<file path="config.mk">
export PLATFORM = sky130hd
export DESIGN_NAME = axil_ctrl_regs_flat
export DESIGN_NICKNAME = d
export VERILOG_FILES = /design/src/rtl/opennic_axil_pkg.sv /design/src/rtl/axil_ctrl_regs_if.sv /design/src/rtl/axil_sat_counter.sv /design/src/rtl/axil_ctrl_regs.sv /design/src/flat_wrapper.sv
export SDC_FILE = /design/constraint.sdc
export NUM_CORES = 1
export LEC_CHECK = 0
export ABC_CLOCK_PERIOD_IN_PS = 10800
export CAP_MARGIN = 20
export CORE_UTILIZATION = 43
export CTS_CLUSTER_SIZE = 10
export DETAILED_ROUTE_END_ITERATION = 6
export GPL_TIMING_DRIVEN = 0
export HOLD_SLACK_MARGIN = 0.03
export PLACE_DENSITY = 0.74
export SYNTH_ARGS = -nofsm -noshare
export SYNTH_HDL_FRONTEND = slang
export SYNTH_SLANG_ARGS = --single-unit
</file>
<file path="constraint.sdc">
create_clock -name axil_aclk -period 10.8 [get_ports axil_aclk]
set_input_delay 2.16 -clock axil_aclk [delete_from_list [all_inputs] [get_ports axil_aclk]]
set_output_delay 2.16 -clock axil_aclk [all_outputs]
set_load 0.05 [all_outputs]
</file>
<file path="src/rtl/opennic_axil_pkg.sv">
// Shared register map, response codes and FSM state types for the OpenNIC
// AXI4-Lite control register block.
package opennic_axil_pkg;

  localparam logic [15:0] REG_ID       = 16'h0000;
  localparam logic [15:0] REG_CTRL     = 16'h1000;
  localparam logic [15:0] REG_SCRATCH  = 16'h1004;
  localparam logic [15:0] REG_PKT_CNT  = 16'h1008;
  localparam logic [15:0] REG_DROP_CNT = 16'h100C;
  localparam logic [15:0] REG_CNT_CLR  = 16'h1010;

  localparam logic [1:0] RESP_OKAY   = 2'b00;
  localparam logic [1:0] RESP_SLVERR = 2'b10;

  typedef enum logic [1:0] {WR_IDLE, WR_GOT_AW, WR_GOT_W, WR_RESP} wr_state_e;
  typedef enum logic {RD_IDLE, RD_DATA} rd_state_e;

  // Word-aligned register offset from the low address bits.
  function automatic logic [15:0] reg_off(input logic [15:0] addr);
    return {addr[15:2], 2'b00};
  endfunction

  function automatic logic reg_mapped(input logic [15:0] off);
    case (off)
      REG_ID, REG_CTRL, REG_SCRATCH,
      REG_PKT_CNT, REG_DROP_CNT, REG_CNT_CLR: return 1'b1;
      default:                                return 1'b0;
    endcase
  endfunction

endpackage

</file>
<file path="src/rtl/axil_ctrl_regs_if.sv">
// AXI4-Lite bus bundle between the shell master and the control register block.
interface axil_ctrl_regs_if #(
  parameter int ADDR_W = 32
);
  logic              awvalid;
  logic [ADDR_W-1:0] awaddr;
  logic              awready;
  logic              wvalid;
  logic [31:0]       wdata;
  logic              wready;
  logic              bvalid;
  logic [1:0]        bresp;
  logic              bready;
  logic              arvalid;
  logic [ADDR_W-1:0] araddr;
  logic              arready;
  logic              rvalid;
  logic [31:0]       rdata;
  logic [1:0]        rresp;
  logic              rready;

  modport master (
    output awvalid, awaddr, wvalid, wdata, bready, arvalid, araddr, rready,
    input  awready, wready, bvalid, bresp, arready, rvalid, rdata, rresp
  );

  modport slave (
    input  awvalid, awaddr, wvalid, wdata, bready, arvalid, araddr, rready,
    output awready, wready, bvalid, bresp, arready, rvalid, rdata, rresp
  );
endinterface

</file>
<file path="src/rtl/axil_sat_counter.sv">
// Saturating up-counter; a clear in the same cycle as an increment wins.
module axil_sat_counter #(
  parameter int W = 32
) (
  input  logic         clk,
  input  logic         rst,
  input  logic         inc,
  input  logic         clr,
  output logic [W-1:0] value
);
  logic [W-1:0] cnt_q;

  always_ff @(posedge clk or posedge rst) begin
    if (rst)                        cnt_q <= '0;
    else if (clr)                   cnt_q <= '0;
    else if (inc && (cnt_q != '1))  cnt_q <= cnt_q + W'(1);
  end

  assign value = cnt_q;
endmodule

</file>
<file path="src/rtl/axil_ctrl_regs.sv">
// AXI4-Lite register block: ID, CTRL, SCRATCH and (with AXIL_CTRL_REGS_COUNTERS_EN
// defined) saturating packet/drop counters with a write-one clear.
module axil_ctrl_regs #(
  parameter int          ADDR_W   = 32,
  parameter logic [31:0] BLOCK_ID = 32'h4F4E_0001
) (
  input  logic             axil_aclk,
  input  logic             axil_arst,
  axil_ctrl_regs_if.slave  s_axil,
  output logic             ctrl_enable,
  output logic             ctrl_drop_all,
  input  logic             pkt_inc,
  input  logic             drop_inc
);
  import opennic_axil_pkg::*;

  wr_state_e   wr_state;
  rd_state_e   rd_state;
  logic [15:0] aw_off_q;
  logic [31:0] wdata_q;
  logic [1:0]  ctrl_q;
  logic [31:0] scratch_q;
  logic [31:0] pkt_cnt, drop_cnt;

  logic        aw_hs, w_hs, ar_hs, b_hs;
  logic        wr_go, cnt_clr;
  logic [15:0] wr_off, rd_off;
  logic [31:0] wr_data, rd_data;
  logic [1:0]  rd_resp;

  assign aw_hs = s_axil.awvalid & s_axil.awready;
  assign w_hs  = s_axil.wvalid  & s_axil.wready;
  assign ar_hs = s_axil.arvalid & s_axil.arready;
  assign b_hs  = s_axil.bvalid  & s_axil.bready;

  // Commit uses whichever half arrives this cycle, else the half latched earlier.
  always_comb begin
    wr_go   = 1'b0;
    wr_off  = aw_hs ? reg_off(s_axil.awaddr[15:0]) : aw_off_q;
    wr_data = w_hs ? s_axil.wdata : wdata_q;
    case (wr_state)
      WR_IDLE:   wr_go = aw_hs & w_hs;
      WR_GOT_AW: wr_go = w_hs;
      WR_GOT_W:  wr_go = aw_hs;
      WR_RESP:   wr_go = 1'b0;
    endcase
  end

  assign cnt_clr = wr_go && (wr_off == REG_CNT_CLR) && wr_data[0];

  always_ff @(posedge axil_aclk or posedge axil_arst) begin
    if (axil_arst) begin
      wr_state       <= WR_IDLE;
      s_axil.awready <= 1'b0;
      s_axil.wready  <= 1'b0;
      s_axil.bvalid  <= 1'b0;
      s_axil.bresp   <= RESP_OKAY;
      aw_off_q       <= '0;
      wdata_q        <= '0;
      ctrl_q         <= '0;
      scratch_q      <= '0;
    end else begin
      if (aw_hs) aw_off_q <= reg_off(s_axil.awaddr[15:0]);
      if (w_hs)  wdata_q  <= s_axil.wdata;
      if (wr_go) begin
        wr_state       <= WR_RESP;
        s_axil.awready <= 1'b0;
        s_axil.wready  <= 1'b0;
        s_axil.bvalid  <= 1'b1;
        s_axil.bresp   <= reg_mapped(wr_off) ? RESP_OKAY : RESP_SLVERR;
        case (wr_off)
          REG_CTRL:    ctrl_q    <= wr_data[1:0];
          REG_SCRATCH: scratch_q <= wr_data;
          default:     ;
        endcase
      end else begin
        case (wr_state)
          WR_IDLE: begin
            if (aw_hs) begin
              wr_state       <= WR_GOT_AW;
              s_axil.awready <= 1'b0;
              s_axil.wready  <= 1'b1;
            end else if (w_hs) begin
              wr_state       <= WR_GOT_W;
              s_axil.awready <= 1'b1;
              s_axil.wready  <= 1'b0;
            end else begin
              s_axil.awready <= 1'b1;
              s_axil.wready  <= 1'b1;
            end
          end
          WR_GOT_AW, WR_GOT_W: ;
          WR_RESP: begin
            if (b_hs) begin
              wr_state       <= WR_IDLE;
              s_axil.awready <= 1'b1;
              s_axil.wready  <= 1'b1;
              s_axil.bvalid  <= 1'b0;
            end
          end
        endcase
      end
    end
  end

  assign ctrl_enable   = ctrl_q[0];
  assign ctrl_drop_all = ctrl_q[1];

  // Read mux sees pre-commit register values, so a same-edge write is not visible.
  always_comb begin
    rd_off  = reg_off(s_axil.araddr[15:0]);
    rd_data = '0;
    rd_resp = RESP_OKAY;
    case (rd_off)
      REG_ID:       rd_data = BLOCK_ID;
      REG_CTRL:     rd_data = {30'd0, ctrl_q};
      REG_SCRATCH:  rd_data = scratch_q;
      REG_PKT_CNT:  rd_data = pkt_cnt;
      REG_DROP_CNT: rd_data = drop_cnt;
      REG_CNT_CLR:  rd_data = '0;
      default:      rd_resp = RESP_SLVERR;
    endcase
  end

  always_ff @(posedge axil_aclk or posedge axil_arst) begin
    if (axil_arst) begin
      rd_state       <= RD_IDLE;
      s_axil.arready <= 1'b0;
      s_axil.rvalid  <= 1'b0;
      s_axil.rdata   <= '0;
      s_axil.rresp   <= RESP_OKAY;
    end else begin
      case (rd_state)
        RD_IDLE: begin
          if (ar_hs) begin
            rd_state       <= RD_DATA;
            s_axil.arready <= 1'b0;
            s_axil.rvalid  <= 1'b1;
            s_axil.rdata   <= rd_data;
            s_axil.rresp   <= rd_resp;
          end else begin
            s_axil.arready <= 1'b1;
          end
        end
        RD_DATA: begin
          if (s_axil.rready) begin
            rd_state       <= RD_IDLE;
            s_axil.arready <= 1'b1;
            s_axil.rvalid  <= 1'b0;
          end
        end
      endcase
    end
  end

`ifdef AXIL_CTRL_REGS_COUNTERS_EN
  axil_sat_counter #(.W(32)) u_pkt_cnt (
    .clk   (axil_aclk),
    .rst   (axil_arst),
    .inc   (pkt_inc),
    .clr   (cnt_clr),
    .value (pkt_cnt)
  );

  axil_sat_counter #(.W(32)) u_drop_cnt (
    .clk   (axil_aclk),
    .rst   (axil_arst),
    .inc   (drop_inc),
    .clr   (cnt_clr),
    .value (drop_cnt)
  );

  logic unused_bits;
  assign unused_bits = ^{s_axil.awaddr[ADDR_W-1:16], s_axil.araddr[ADDR_W-1:16]};
`else
  assign pkt_cnt  = '0;
  assign drop_cnt = '0;

  logic unused_bits;
  assign unused_bits = ^{s_axil.awaddr[ADDR_W-1:16], s_axil.araddr[ADDR_W-1:16],
                         pkt_inc, drop_inc, cnt_clr};
`endif

endmodule
</file>
<file path="src/flat_wrapper.sv">
// flat-port wrapper written by rule: the top's interface ports become plain ports
module axil_ctrl_regs_flat import opennic_axil_pkg::*;
#(
  parameter int          ADDR_W   = 32,
  parameter logic [31:0] BLOCK_ID = 32'h4F4E_0001
)
  (axil_aclk, axil_arst, ctrl_enable, ctrl_drop_all, pkt_inc, drop_inc, s_axil_awvalid, s_axil_awaddr, s_axil_wvalid, s_axil_wdata, s_axil_bready, s_axil_arvalid, s_axil_araddr, s_axil_rready, s_axil_awready, s_axil_wready, s_axil_bvalid, s_axil_bresp, s_axil_arready, s_axil_rvalid, s_axil_rdata, s_axil_rresp);
  axil_ctrl_regs_if #(.ADDR_W(ADDR_W)) s_axil_i ();
  input  logic axil_aclk;
  input  logic axil_arst;
  output logic ctrl_enable;
  output logic ctrl_drop_all;
  input  logic pkt_inc;
  input  logic drop_inc;
  input wire logic [$bits(s_axil_i.awvalid)-1:0] s_axil_awvalid;
  input wire logic [$bits(s_axil_i.awaddr)-1:0] s_axil_awaddr;
  input wire logic [$bits(s_axil_i.wvalid)-1:0] s_axil_wvalid;
  input wire logic [$bits(s_axil_i.wdata)-1:0] s_axil_wdata;
  input wire logic [$bits(s_axil_i.bready)-1:0] s_axil_bready;
  input wire logic [$bits(s_axil_i.arvalid)-1:0] s_axil_arvalid;
  input wire logic [$bits(s_axil_i.araddr)-1:0] s_axil_araddr;
  input wire logic [$bits(s_axil_i.rready)-1:0] s_axil_rready;
  output wire logic [$bits(s_axil_i.awready)-1:0] s_axil_awready;
  output wire logic [$bits(s_axil_i.wready)-1:0] s_axil_wready;
  output wire logic [$bits(s_axil_i.bvalid)-1:0] s_axil_bvalid;
  output wire logic [$bits(s_axil_i.bresp)-1:0] s_axil_bresp;
  output wire logic [$bits(s_axil_i.arready)-1:0] s_axil_arready;
  output wire logic [$bits(s_axil_i.rvalid)-1:0] s_axil_rvalid;
  output wire logic [$bits(s_axil_i.rdata)-1:0] s_axil_rdata;
  output wire logic [$bits(s_axil_i.rresp)-1:0] s_axil_rresp;
  assign s_axil_i.awvalid = s_axil_awvalid;
  assign s_axil_i.awaddr = s_axil_awaddr;
  assign s_axil_i.wvalid = s_axil_wvalid;
  assign s_axil_i.wdata = s_axil_wdata;
  assign s_axil_i.bready = s_axil_bready;
  assign s_axil_i.arvalid = s_axil_arvalid;
  assign s_axil_i.araddr = s_axil_araddr;
  assign s_axil_i.rready = s_axil_rready;
  assign s_axil_awready = s_axil_i.awready;
  assign s_axil_wready = s_axil_i.wready;
  assign s_axil_bvalid = s_axil_i.bvalid;
  assign s_axil_bresp = s_axil_i.bresp;
  assign s_axil_arready = s_axil_i.arready;
  assign s_axil_rvalid = s_axil_i.rvalid;
  assign s_axil_rdata = s_axil_i.rdata;
  assign s_axil_rresp = s_axil_i.rresp;
  axil_ctrl_regs #(.ADDR_W(ADDR_W), .BLOCK_ID(BLOCK_ID)) u_core (.axil_aclk(axil_aclk), .axil_arst(axil_arst), .s_axil(s_axil_i), .ctrl_enable(ctrl_enable), .ctrl_drop_all(ctrl_drop_all), .pkt_inc(pkt_inc), .drop_inc(drop_inc));
endmodule
</file>
==> results.md <==
- Status: finished, final reports clean
- Pwr Density: 243 nW/um^2
- Max FO, Critical Path: 10
- Commonest non-fill, non-tap cell in the layout: dfrtp_1
- Placed wire-length estimate: 7520 um
- Syn Area/Cell: 12.7 um^2
- Die Y-Extent: 110 um
- Core ar.: 11400 um^2
- Fillers: 924
- Post-CTS Setup Bufs: 0
- Syn Std Cell Area: 5030 um^2
- CP Launch Type: input port
- Async set-reset flop share out of synthesis: 1.00
- Cell count after synthesis: 396
- Post-Synth Adder-Cell Area: 0.0149
- Root Driver: clkbuf_16
- Crit. End Element: flop
- DRC: 0
- Port Buffers: 107
- Least-Margin Pin Slew: 716 ps
- TritonCTS clock tree: yes
- Fin. max-slew vios: 0
- Iter 0 DRT Violations: 175
- CP required: 11100 ps
- Clk_skew: 5.87 ps
- Simple-gate share of the synthesized area: 0.107
- Clock power share: 0.364
- Mux cell area share after synthesis: 0.152
- Total CTS buffers: 17
- Multi-input combinational cell area: 1790 um^2
- P_sw: 522 uW
- Largest net degree at the start of global routing: 67
- Ys Warns: 0
- GRT Total Usage: 0.198
- Nets: 635
- Slew Limit Headroom: 0.522
- # IOs: 148
- Area Growth Syn to Fin: 38.6%
- Pint: 1.17 mW
- First-pass GRT wire length: 17800 um
- Hold Violations, Final: 0
- XOR/XNOR share of the synthesized area: 0
- Net Sw Frac: 0.309
- Synth Register Bits: 124
- Setup TNS: 0 ps
- Clock Sinks: 124
- Maximum vdd drop: 0.000190 V
- Layout cells sized above 1: 0.205
- H-tree Lvls: 4
- CTS clk-pin slew, worst paths: 60 ps
- Post-synth EDFFs: 0
- Via count: 3542
- # resized after CTS: 0
- Hold-fix buffers at CTS: 0
- Endpoints failing setup: 0
- Routed WL: 10900 um
- Most frequent cells in the layout: dfrtp_1 (124), clkdlybuf4s50_1 (107), mux2_2 (64), nand2_1 (62), a22o_1 (22)
- Leakage power: 3.18 nW
- Post-route setup slack: 6530 ps
- Row count: 39
- Antenna violations before repair: 0
- RSZ-0062 raised after global routing: false
- Compound-gate portion of the synthesized area: 0.0806
- Comb pwr share: 0.267
- Starting density of the core: 0.440
- First-pass DRT Iterations: 5
- Worst min path class: reg -> reg
- Die area: 12100 um^2
- Main synth FF type: dfrtp_1
- Register area: 3100 um^2
- Crit path kind: in -> reg
- Worst skew pair latency: 410 ps
- Post-layout min period: 4270 ps
- Share of power burned in registers: 0.369
- Number of max-cap violations: 0
- WP data arrival: 4570 ps
- Final GP Congestion: 0.836
- Netlist cell types: 42
- Vias in the first global route: 3599
- Vias per cell: 5.21
- Antenna Violating Nets Remaining: 0
- Final period utilization: 0.395
- # diodes: 0
- Remaining global-route overflow: 0
- Worst slack, placed: 6090 ps
- Sequential area share after synthesis: 0.617
- Die span in x: 110 um
- WL/cell: 16.1 um
- Max Fclk: 234 MHz
- Clock Tree Buf Depth: 2
- Largest family of logic cells by synthesized area: multiplexers
## metrics by stage
step	hold slack, ps	instance area, um^2	cells	power [mW]	util
finish	483	6970	680	1.69	0.610
detailed placement	466	6310	648	1.08	0.553
floorplan	441	5030	397	0.930	-
global placement	458	6280	647	1.06	0.550
CTS	478	6970	680	1.71	0.610
global route	505	6970	680	1.78	0.610
## final timing paths
path / startpoint / end / slack (ps) / cells after the start
setup / recovery: s_axil_wvalid / u_core.scratch_q[19] / 6530 / 7
hold / removal: u_core.scratch_q[29] / u_core.s_axil.rdata[29] / 480 / 1
setup reg to reg: u_core.wr_state[0] / u_core.scratch_q[14] / 8220 / 7
hold reg to reg: u_core.scratch_q[29] / u_core.s_axil.rdata[29] / 480 / 1
max in group asynchronous: axil_arst / u_core.s_axil.rdata[24] / 7920 / 3
min in group asynchronous: axil_arst / u_core.wdata_q[2] / 2180 / 2
## layout make-up
cell class                 instances  share of cell area
inverter                           7             0.00449
sequential                       124               0.445
tap                              143              0.0257
clock buffer                      22              0.0709
multi-input combinational        245               0.257
buffer                            21              0.0162
timing repair buffer             108               0.158
clock inverter                    10              0.0228
## power by group through the flow
stage / logic, mW / clock network, mW / registers [mW]
finish: 0.452 / 0.616 / 0.624
global route: 0.494 / 0.648 / 0.637
CTS: 0.456 / 0.626 / 0.624
detailed placement: 0.454 / 0 / 0.630
global placement: 0.438 / 0 / 0.625
floorplan: 0.220 / 0 / 0.710
## logic make-up (layout without fill, tap and decap cells)
logic type | after synthesis | count (layout)
flip-flops | 124 | 124
AND/OR/NAND/NOR | 112 | 112
multiplexers | 68 | 68
AO/OA/AOI/OAI | 57 | 57
buffers and inverters | 28 | 168
adder cells (fa/ha/maj) | 6 | 6
other | 1 | 2
## critical path, stage by stage
cell and delay [ps]:
clkdlybuf4s50_1 490, and2_1 130, clkbuf_1 380, a211o_1 360, o2111ai_1 370, buf_2 350
mux2_1 340
## cell usage after synthesis (2+ instances only)
master	count	area (um^2)
dfrtp_1	124	3100
mux2_2	64	721
nand2_1	62	233
a22o_1	22	193
nor2_1	16	60.1
a21oi_1	14	70.1
clkbuf_1	12	45.0
o21ai_0	8	40.0
inv_1	7	26.3
ha_1	6	75.1
nor3_1	5	25.0
and2_1	4	25.0
mux2_1	4	45.0
nor4_1	4	25.0
buf_2	3	15.0
buf_6	3	33.8
nand3_1	3	15.0
nor3b_1	3	22.5
o2111ai_1	3	26.3
a31oi_1	2	12.5
and3_1	2	12.5
and4b_1	2	20.0
buf_4	2	15.0
nand2b_1	2	12.5
o31ai_1	2	15.0
## state kept, by name, summed over array words and instances (netlist names)
register               cells
u_core.scratch_q          32
u_core.s_axil.bresp        1
u_core.s_axil.awready      1
u_core.wr_state            2
u_core.wdata_q            32
u_core.s_axil.arready      1
u_core.ctrl_q              2
u_core.aw_off_q           16
u_core.s_axil.rdata       32
u_core.s_axil.bvalid       1
u_core.s_axil.rvalid       1
u_core.rd_state            1
u_core.s_axil.rresp        1
u_core.s_axil.wready       1
## layer usage
| metal | GRT usage | routed length [um] | vias up |
|---|---|---|---|
| li1 | - | - | 1647 |
| met1 | 0.249 | 4730 | 1784 |
| met2 | 0.315 | 5400 | 98 |
| met3 | 0.0723 | 666 | 13 |
| met4 | 0.0705 | 144 | 0 |
| met5 | 0 | 0 | - |
Note: power is estimated with default switching activity, not from simulation.
